### src/rtl/sigma_delta_adc_decim_if.sv
// Bitstream-in / PCM-out bundle for the sinc2 decimator.
// master drives CE and ADCin; slave returns ADCout and ADCvalid.
interface sigma_delta_adc_decim_if #(
  parameter int MSBO = 7
);
  logic            CE;
  logic            ADCin;
  logic [MSBO:0]   ADCout;
  logic            ADCvalid;

  modport master (
    output CE,
    output ADCin,
    input  ADCout,
    input  ADCvalid
  );

  modport slave (
    input  CE,
    input  ADCin,
    output ADCout,
    output ADCvalid
  );
endinterface

### src/rtl/sigma_delta_adc_decim.sv
// 1-bit sigma-delta bitstream to offset-binary PCM via a sinc2 CIC.
// Decimation R = 2^DECIM_LOG2; arithmetic wraps mod 2^(2*DECIM_LOG2+1).
module sigma_delta_adc_decim #(
  parameter int MSBO       = 7,
  parameter int DECIM_LOG2 = 5
) (
  input  logic CLK,
  input  logic RESET_N,
  sigma_delta_adc_decim_if.slave adc
);

  localparam int W  = 2 * DECIM_LOG2 + 1;
  localparam int OW = MSBO + 1;
  localparam int SH = 2 * DECIM_LOG2 - MSBO - 1;

  localparam logic [MSBO:0] MID = {1'b1, {MSBO{1'b0}}};
  localparam logic [MSBO:0] ONES = {OW{1'b1}};

  logic [1:0]            sync;
  logic                  x;

  logic [W-1:0]          i1;
  logic [W-1:0]          i2;
  logic [W-1:0]          z1;
  logic [W-1:0]          z2;

  logic [W-1:0]          i1_nxt;
  logic [W-1:0]          i2_nxt;
  logic [W-1:0]          c1;
  logic [W-1:0]          c2;
  logic [W-1:0]          scaled;
  logic [MSBO:0]         sat;

  logic [DECIM_LOG2-1:0] cnt;
  logic                  tick;

  logic [1:0]            warm;
  logic                  warm_done;

  logic [MSBO:0]         out_q;
  logic                  valid_q;

  assign x = sync[1];

  // Integrator and comb next-state values; wrap-around is deliberate.
  always_comb begin
    i1_nxt = i1 + {{(W-1){1'b0}}, x};
    i2_nxt = i2 + i1;
    c1     = i2_nxt - z1;
    c2     = c1 - z2;
    scaled = c2 >> SH;
    sat    = scaled[MSBO:0];
    if (|scaled[W-1:OW])
      sat = ONES;
  end

  assign tick      = adc.CE && (&cnt);
  assign warm_done = (warm == 2'd2);

  // Two-flop synchroniser, free-running regardless of CE.
  always_ff @(posedge CLK or negedge RESET_N) begin
    if (!RESET_N)
      sync <= 2'b00;
    else
      sync <= {sync[0], adc.ADCin};
  end

  // Integrators, decimation counter and comb delays advance on CE.
  always_ff @(posedge CLK or negedge RESET_N) begin
    if (!RESET_N) begin
      i1  <= '0;
      i2  <= '0;
      z1  <= '0;
      z2  <= '0;
      cnt <= '0;
    end else if (adc.CE) begin
      i1  <= i1_nxt;
      i2  <= i2_nxt;
      cnt <= cnt + DECIM_LOG2'(1);
      if (tick) begin
        z1 <= i2_nxt;
        z2 <= c1;
      end
    end
  end

  // First two ticks only prime the comb; output starts on the third.
  always_ff @(posedge CLK or negedge RESET_N) begin
    if (!RESET_N) begin
      warm    <= 2'd0;
      out_q   <= MID;
      valid_q <= 1'b0;
    end else begin
      valid_q <= 1'b0;
      if (tick) begin
        if (warm_done) begin
          out_q   <= sat;
          valid_q <= 1'b1;
        end else begin
          warm <= warm + 2'd1;
        end
      end
    end
  end

  assign adc.ADCout   = out_q;
  assign adc.ADCvalid = valid_q;

endmodule

### src/flat_wrapper.sv
// flat-port wrapper written by rule: the top's interface ports become plain ports
module sigma_delta_adc_decim_flat 
#(
  parameter int MSBO       = 7,
  parameter int DECIM_LOG2 = 5
)
  (CLK, RESET_N, adc_CE, adc_ADCin, adc_ADCout, adc_ADCvalid);
  sigma_delta_adc_decim_if #(.MSBO(MSBO)) adc_i ();
  input  logic CLK;
  input  logic RESET_N;
  input wire logic [$bits(adc_i.CE)-1:0] adc_CE;
  input wire logic [$bits(adc_i.ADCin)-1:0] adc_ADCin;
  output wire logic [$bits(adc_i.ADCout)-1:0] adc_ADCout;
  output wire logic [$bits(adc_i.ADCvalid)-1:0] adc_ADCvalid;
  assign adc_i.CE = adc_CE;
  assign adc_i.ADCin = adc_ADCin;
  assign adc_ADCout = adc_i.ADCout;
  assign adc_ADCvalid = adc_i.ADCvalid;
  sigma_delta_adc_decim #(.MSBO(MSBO), .DECIM_LOG2(DECIM_LOG2)) u_core (.CLK(CLK), .RESET_N(RESET_N), .adc(adc_i));
endmodule
### config.mk
export PLATFORM = sky130hd
export DESIGN_NAME = sigma_delta_adc_decim_flat
export DESIGN_NICKNAME = d
export VERILOG_FILES = /design/src/rtl/sigma_delta_adc_decim_if.sv /design/src/rtl/sigma_delta_adc_decim.sv /design/src/flat_wrapper.sv
export SDC_FILE = /design/constraint.sdc
export NUM_CORES = 1
export LEC_CHECK = 0
export BUFFER_PORTS_ARGS = -buffer_cell sky130_fd_sc_hd__buf_2
export CAP_MARGIN = 5
export CORE_UTILIZATION = 35
export DETAILED_ROUTE_END_ITERATION = 10
export GPL_TIMING_DRIVEN = 0
export PLACE_DENSITY = 0.57
export REMOVE_ABC_BUFFERS = 1
export SYNTH_ARGS = -nofsm -noshare
export SYNTH_HDL_FRONTEND = slang
export SYNTH_SLANG_ARGS = --single-unit
### constraint.sdc
create_clock -name CLK -period 6.58 [get_ports CLK]
set_input_delay 1.316 -clock CLK [delete_from_list [all_inputs] [get_ports CLK]]
set_output_delay 1.316 -clock CLK [all_outputs]
set_load 0.05 [all_outputs]
==> summary.txt, run 1 <==
Outcome
  • Outcome: finished, final reports clean

Yosys
  • #FFs+latches synth: 62
  • Synth Cell Area: 3630 um^2
  • Syn avg cell area: 10.3 um^2
  • Synth top area cells: dfrtp_1, ha_1, mux2_2
  • Synth area leader: dfrtp_1
  • Syn. warnings: 0
  • Async set or reset register ratio after synthesis: 1.00
  • Synth Instances: 351
  • Yosys cell types: 42
  • Register area share after synthesis: 0.428
  • Post-synth EDFFs: 0
  • Dominant synthesized flop cell: dfrtp_1
  • Yosys top cell area share: 0.421

Min path
  • HP Class: flip-flop to flip-flop
  • Hold Path Depth: 0
  • Hold Crit Start: u_core.sync[0]$_DFF_PN0_

Timing
  • Fin Setup TNS: 0 ns
  • Worst-Margin Slew: 1.07 ns
  • Fin crit period: 4.51 ns
  • Final hold vios: 0
  • Hold WS: 0.354 ns
  • Final Max Tran Viols: 0
  • Clock skew: 0.00680 ns
  • Unrepaired setup endpoints after global routing: no
  • Max-slew headroom: 0.286
  • Final setup vio count: 0
  • Max Fclk: 222 MHz
  • Crit share post-route: 0.686

Die
  • Die area: 10800 um^2
  • Die width: 104 um
  • Die H: 104 um
  • Core area: 9910 um^2
  • Row count: 36
  • I/O pins: 13
  • Starting density of the core: 0.366

Clock tree
  • CTS hold repair buffers: 0
  • Clk pin slew, worst setup/hold paths: 0.08 ns
  • Post_cts resized: 0
  • Num Clock Sinks: 62
  • TritonCTS clock tree: done
  • # Post-CTS Setup Buffers: 0
  • CTS Root Cell: clkbuf_8
  • Max clock buf depth: 2
  • H-tree depth: 3
  • Skew-Pair Late Insertion Delay: 0.34 ns
  • Num CTS Buffers: 9

Placed design
  • Post-DP HPWL: 4.25 mm
  • DP Area: 3820 um^2
  • Port-buffer cells: 12
  • Gpl congestion: 0.696

Worst setup path
  • CP Capture Point: u_core.adc.ADCout[4]$_DFFE_PN0P_
  • Crit end category: flip-flop
  • Critical path launch point type: flip-flop
  • Worst-path fanout max: 8
  • R2R Setup Slk: 2.07 ns
  • Crit path from: u_core.i1[1]$_DFFE_PN0P_
  • Worst R2R Start: u_core.i1[1]$_DFFE_PN0P_
  • Worst EP arrival: 4.78 ns
  • Critical path type: flip-flop to flip-flop
  • R2r endpoint: u_core.adc.ADCout[4]$_DFFE_PN0P_
  • Reg2Reg Depth: 18
  • Worst endpoint required time: 6.84 ns

Detailed routing
  • 1st-pass router iterations: 4
  • DR vias: 2433
  • Routed len/inst: 11.8 um
  • Final WL: 5.94 mm
  • DRT antenna net count: 0
  • Post-DR vias/cell: 4.83
  • # DRC: 0
  • 1st-iter DRT viols: 27

Finish
  • Final Util: 0.404
  • N_diodes: 0
  • Final instance area: 4000 um^2
  • Area growth syn-to-layout: 10.3%
  • Nets: 406
  • Layout cells sized above 1: 0.162

Job
  • MaxCap Viol Count: 0

Global route
  • First-pass GRT wire length: 10.9 mm
  • Tot GR Track Use: 0.126
  • Global route overflow: 0
  • Vias in the first global route: 2420
  • Pin count of the biggest net entering global routing: 63
  • Initial antenna violation count: 0
## synth_stat cells, types with 2 or more instances
| master | instances |
|---|---|
| nand3_1 | 4 |
| or3_1 | 4 |
| o211ai_1 | 2 |
| nor2_1 | 25 |
| nand2_1 | 20 |
| o31ai_1 | 2 |
| clkbuf_1 | 6 |
| mux2_2 | 25 |
| nor2b_1 | 6 |
| o21ai_0 | 20 |
| a21o_1 | 2 |
| fa_1 | 2 |
| o41ai_1 | 2 |
| nand4_1 | 4 |
| xnor2_1 | 25 |
| nor3_1 | 8 |
| xor2_1 | 11 |
| ha_1 | 34 |
| or2_1 | 2 |
| o21a_1 | 5 |
| a21oi_1 | 19 |
| and3_1 | 3 |
| buf_1 | 2 |
| a31oi_1 | 9 |
| a21boi_0 | 2 |
| nand2b_1 | 3 |
| dfrtp_1 | 61 |
| inv_1 | 29 |
## cells in the final DEF (no fill, tap or decap), types with 3 or more instances in the layout
cell type	n
mux2_2	25
dfrtp_1	61
xnor2_1	25
a31oi_1	9
a21oi_1	19
clkbuf_8	9
ha_1	34
nor3_1	8
and3_1	3
nor2b_1	6
buf_2	11
nand2_1	20
o21a_1	5
inv_1	29
xor2_1	11
nand2b_1	3
o21ai_0	20
nand3_1	4
clkinvlp_4	3
or3_1	4
nand4_1	4
nor2_1	25
## state kept, by name, summed over array words and instances (netlist names)
register             count
u_core.adc.ADCout        8
u_core.adc.ADCvalid      1
u_core.cnt               5
u_core.i1               11
u_core.i2               11
u_core.sync              2
u_core.warm              2
u_core.z1               11
u_core.z2               11
## per-stage QoR
stage / setup slack [ns] / cells
6_report: 2.07 / 504
3_3_place_gp: 2.22 / 488
5_1_grt: 1.56 / 504
4_1_cts: 2.00 / 504
2_1_floorplan: 2.62 / 343
3_5_place_dp: 2.07 / 488
## worst min-delay path by stage
| stage | endpoint |
|---|---|
| after floorplan | u_core.sync[1]$_DFF_PN0_ |
| final | u_core.sync[1]$_DFF_PN0_ |
| after detailed placement | u_core.sync[1]$_DFF_PN0_ |
| after global routing | u_core.sync[1]$_DFF_PN0_ |
| after CTS | u_core.sync[1]$_DFF_PN0_ |
| after global placement | u_core.sync[1]$_DFF_PN0_ |
## worst max-delay path, cell delays in order (launching register included)
cell	delay, ns
dfrtp_1	0.45
ha_1	0.30
a21o_1	0.15
a21oi_1	0.22
nor2b_1	0.08
o21a_1	0.20
o41ai_1	0.35
xnor2_1	0.20
ha_1	0.35
a21o_1	0.22
a21oi_1	0.10
a211oi_1	0.26
xor2_1	0.23
ha_1	0.29
o21a_1	0.11
a21oi_1	0.17
xnor2_1	0.16
xnor3_2	0.37
a31oi_1	0.20
## cell families (layout without fill, tap and decap cells)
kind of cell	Yosys count	after routing	synth area share
AOI/OAI and AO/OA	72	72	0.124
xor gates and xnor gates	38	38	0.0980
adders and majority gates	36	36	0.128
buffers and inverters	37	57	0.0383
DFF	62	62	0.428
muxes	25	25	0.0776
and+or+nand+nor	81	81	0.106
## cell type report
| type | instances | area (um^2) |
|---|---|---|
| Multi-Input combinational cell | 252 | 1930 |
| Timing Repair Buffer | 12 | 62.6 |
| Clock buffer | 9 | 124 |
| Inverter | 29 | 109 |
| Fill cell | 1008 | 5910 |
| Sequential cell | 62 | 1550 |
| Tap cell | 133 | 166 |
| Clock inverter | 7 | 50.0 |
## routing by layer
metal  track usage  share of wire  up-vias  wire length (um)
met3        0.0340          0.029       12               171
met5             0              0        -                 0
met2         0.220           0.48       27              2880
li1              -              -     1258                 -
met1         0.143           0.47     1136              2770
met4        0.0551          0.021        0               123
Power of run 1 is not shown: default switching activity piles up to over one toggle a cycle in this logic, so the estimate is an artifact.
==> inputs of run 2 (changes only) <==
Settings changed: PLACE_DENSITY 0.57 to 0.59.
Clock period 6.58 ns to 3.8 ns, I/O delays scaled along.
==> run 2 against run 1 <==
Effect of this change: the flow now finishes with violations (negative setup slack); utilization rose by 4.0 points; critical path depth down 2; largest cell class unchanged; first-iteration DRC count rose by 100%; hold slack lost 0.0035 ns; critical endpoint is now u_core.adc.ADCout[6]$_DFFE_PN0P_; register-to-register slack got worse by 2.4 ns.
==> summary.txt, run 2 (synthesized netlist as in run 1, its figures left out) <==
Finish
  • N_diodes: 0 (unchanged)
  • Nets: 432 (+6.4%)
  • # fillers: 948 (-6.0%)
  • Final Util: 0.444 (+0.0400)
  • Commonest non-fill, non-tap cells in the layout: dfrtp_1, inv_1, ha_1, buf_4, mux2_2
  • Fin cells: 530 (+5.2%)
  • Area growth syn-to-layout: 21.2%
  • Layout cells sized above 1: 0.305 (+0.143)
  • Most common cell after layout, fill and taps aside: dfrtp_1

Global route
  • First-pass GRT wire length: 11.3 mm (+3.3%)
  • Vias in the first global route: 2556 (+5.6%)
  • Global route overflow: 0 (unchanged)
  • Initial antenna violation count: 0 (unchanged)
  • Pin count of the biggest net entering global routing: 63 (unchanged)
  • Tot GR Track Use: 0.130 (+0.00447)

Timing
  • Max Fclk: 241 MHz (+8.8%)
  • Setup ws final: -0.346 ns (-2.41 ns)
  • Final Max Tran Viols: 0 (unchanged)
  • Clock skew: 0.0129 ns (+0.00606 ns)
  • Worst-Margin Slew: 1.11 ns (+0.0446 ns)
  • Max-slew headroom: 0.256 (-0.0298)
  • Final setup vio count: 8 (+8)
  • Fin crit period: 4.15 ns (-0.367 ns)
  • Unrepaired setup endpoints after global routing: yes
  • Crit share post-route: 1.09 (+0.405)
  • Fin Setup TNS: -2.09 ns (-2.09 ns)
  • Final hold vios: 0 (unchanged)

Worst setup path
  • Critical path launch point type: flip-flop
  • Worst endpoint required time: 4.01 ns (-2.83 ns)
  • Worst-path fanout max: 3 (-5)
  • Critical path type: flip-flop to flip-flop
  • Crit end category: flip-flop
  • R2R Setup Slk: -0.35 ns (-2.41 ns)
  • Worst EP arrival: 4.35 ns (-0.43 ns)

Clock tree
  • Skew-Pair Late Insertion Delay: 0.35 ns (about the same)
  • CTS hold repair buffers: 0 (unchanged)
  • TritonCTS clock tree: done
  • CTS Root Cell: clkbuf_8
  • H-tree depth: 3 (unchanged)
  • Max clock buf depth: 2 (unchanged)
  • Num Clock Sinks: 62 (unchanged)
  • Num CTS Buffers: 9 (unchanged)
  • Clk pin slew, worst setup/hold paths: 0.08 ns (about the same)

Die
  • Die width: 104 um (unchanged)
  • Die area: 10800 um^2 (unchanged)
  • Starting density of the core: 0.366 (unchanged)
  • Row count: 36 (unchanged)
  • Die H: 104 um (unchanged)
  • I/O pins: 13 (unchanged)
  • Core area: 9910 um^2 (unchanged)

Detailed routing
  • Final WL: 6.55 mm (+10%)
  • Post-DR vias/cell: 4.83 (about the same)
  • DRT antenna net count: 0 (unchanged)
  • # DRC: 0 (unchanged)
  • Top Metal Used: met4
  • 1st-iter DRT viols: 55 (+100%)
  • Metal2 WL: 3.21 mm (+11%)
  • Wl on met1: 3.00 mm (+8.4%)
  • Met3 WL: 185 um (+8.2%)
  • 1st-pass router iterations: 4 (unchanged)
  • DR vias: 2558 (+5.1%)
  • Routed len/inst: 12.4 um (+4.9%)

Placed design
  • Port-buffer cells: 12 (unchanged)
  • Placed Instances: 488 (unchanged)
  • Gpl congestion: 0.776 (+12%)
  • Post-DP HPWL: 4.29 mm (+0.99%)
  • Pre-CTS setup slack: -0.655 ns (-2.73 ns)

Job
  • MaxCap Viol Count: 0 (unchanged)

Outcome
  • Outcome: finished with violations
  • Failing checks: negative setup slack

Min path
  • HP Class: flip-flop to flip-flop
-- run 2: cell count changes in the layout (fill, tap and decap cells not counted), moves of 5 or more --
cell     previous run  this run
buf_4               1        27
a21oi_1            19        11
a21oi_2             0         8
ha_1               34        27
o21ai_0            20        15
-- run 2: final timing paths --
| kind | from | cells after the start | end |
|---|---|---|---|
| max in group asynchronous | RESET_N | 1 | u_core.i1[1]$_DFFE_PN0P_ |
| hold / removal | u_core.sync[0]$_DFF_PN0_ | 0 | u_core.sync[1]$_DFF_PN0_ |
| setup / recovery | u_core.i1[0]$_DFFE_PN0P_ | 16 | u_core.adc.ADCout[6]$_DFFE_PN0P_ |
| setup reg to reg | u_core.i1[0]$_DFFE_PN0P_ | 16 | u_core.adc.ADCout[6]$_DFFE_PN0P_ |
| hold reg to reg | u_core.sync[0]$_DFF_PN0_ | 0 | u_core.sync[1]$_DFF_PN0_ |
| min in group asynchronous | RESET_N | 1 | u_core.adc.ADCvalid$_DFF_PN0_ |
-- run 2: final cells by class --
type,count,area [um^2],share of cell area
Multi-Input combinational cell,252,2140,0.487
Sequential cell,62,1550,0.354
Timing Repair Buffer,38,258,0.0586
Tap cell,133,166,0.0379
Clock buffer,10,128,0.0290
Inverter,29,109,0.0248
Clock inverter,6,38.8,0.00882
-- run 2: per-layer routing --
metal,up-vias,track usage
li1,1301,-
met4,0,0.0602
met1,1213,0.153
met3,14,0.0359
met5,-,0
met2,30,0.220
-- run 2: critical path: stages (launching register included) --
cell       delay [ns]
dfrtp_1          0.40
ha_2             0.21
fa_2             0.39
xnor2_2          0.19
inv_1            0.07
ha_1             0.34
o21ai_2          0.09
a21boi_2         0.17
nor2_1           0.08
ha_1             0.21
or3_1            0.37
o221a_1          0.26
o21a_1           0.18
or2_1            0.25
a2111oi_0        0.56
a211o_1          0.17
a31oi_1          0.07
-- run 2: through the flow --
step                      instance area (um^2)  hold WS [ns]
final                                     4400         0.351
after global routing                      4400         0.369
after CTS                                 4180         0.354
after detailed placement                  3820         0.336
after global placement                    3820         0.334
after floorplan                           3600         0.331
-- run 2: what timing repair did --
action,4_1_cts,5_1_grt
setup endpoints to repair,8,9
resized for setup,20,25
pin swaps,27,32
hold endpoints to repair,0,0
buffers inserted,14,12
Power of run 2 is left out for the same reason.
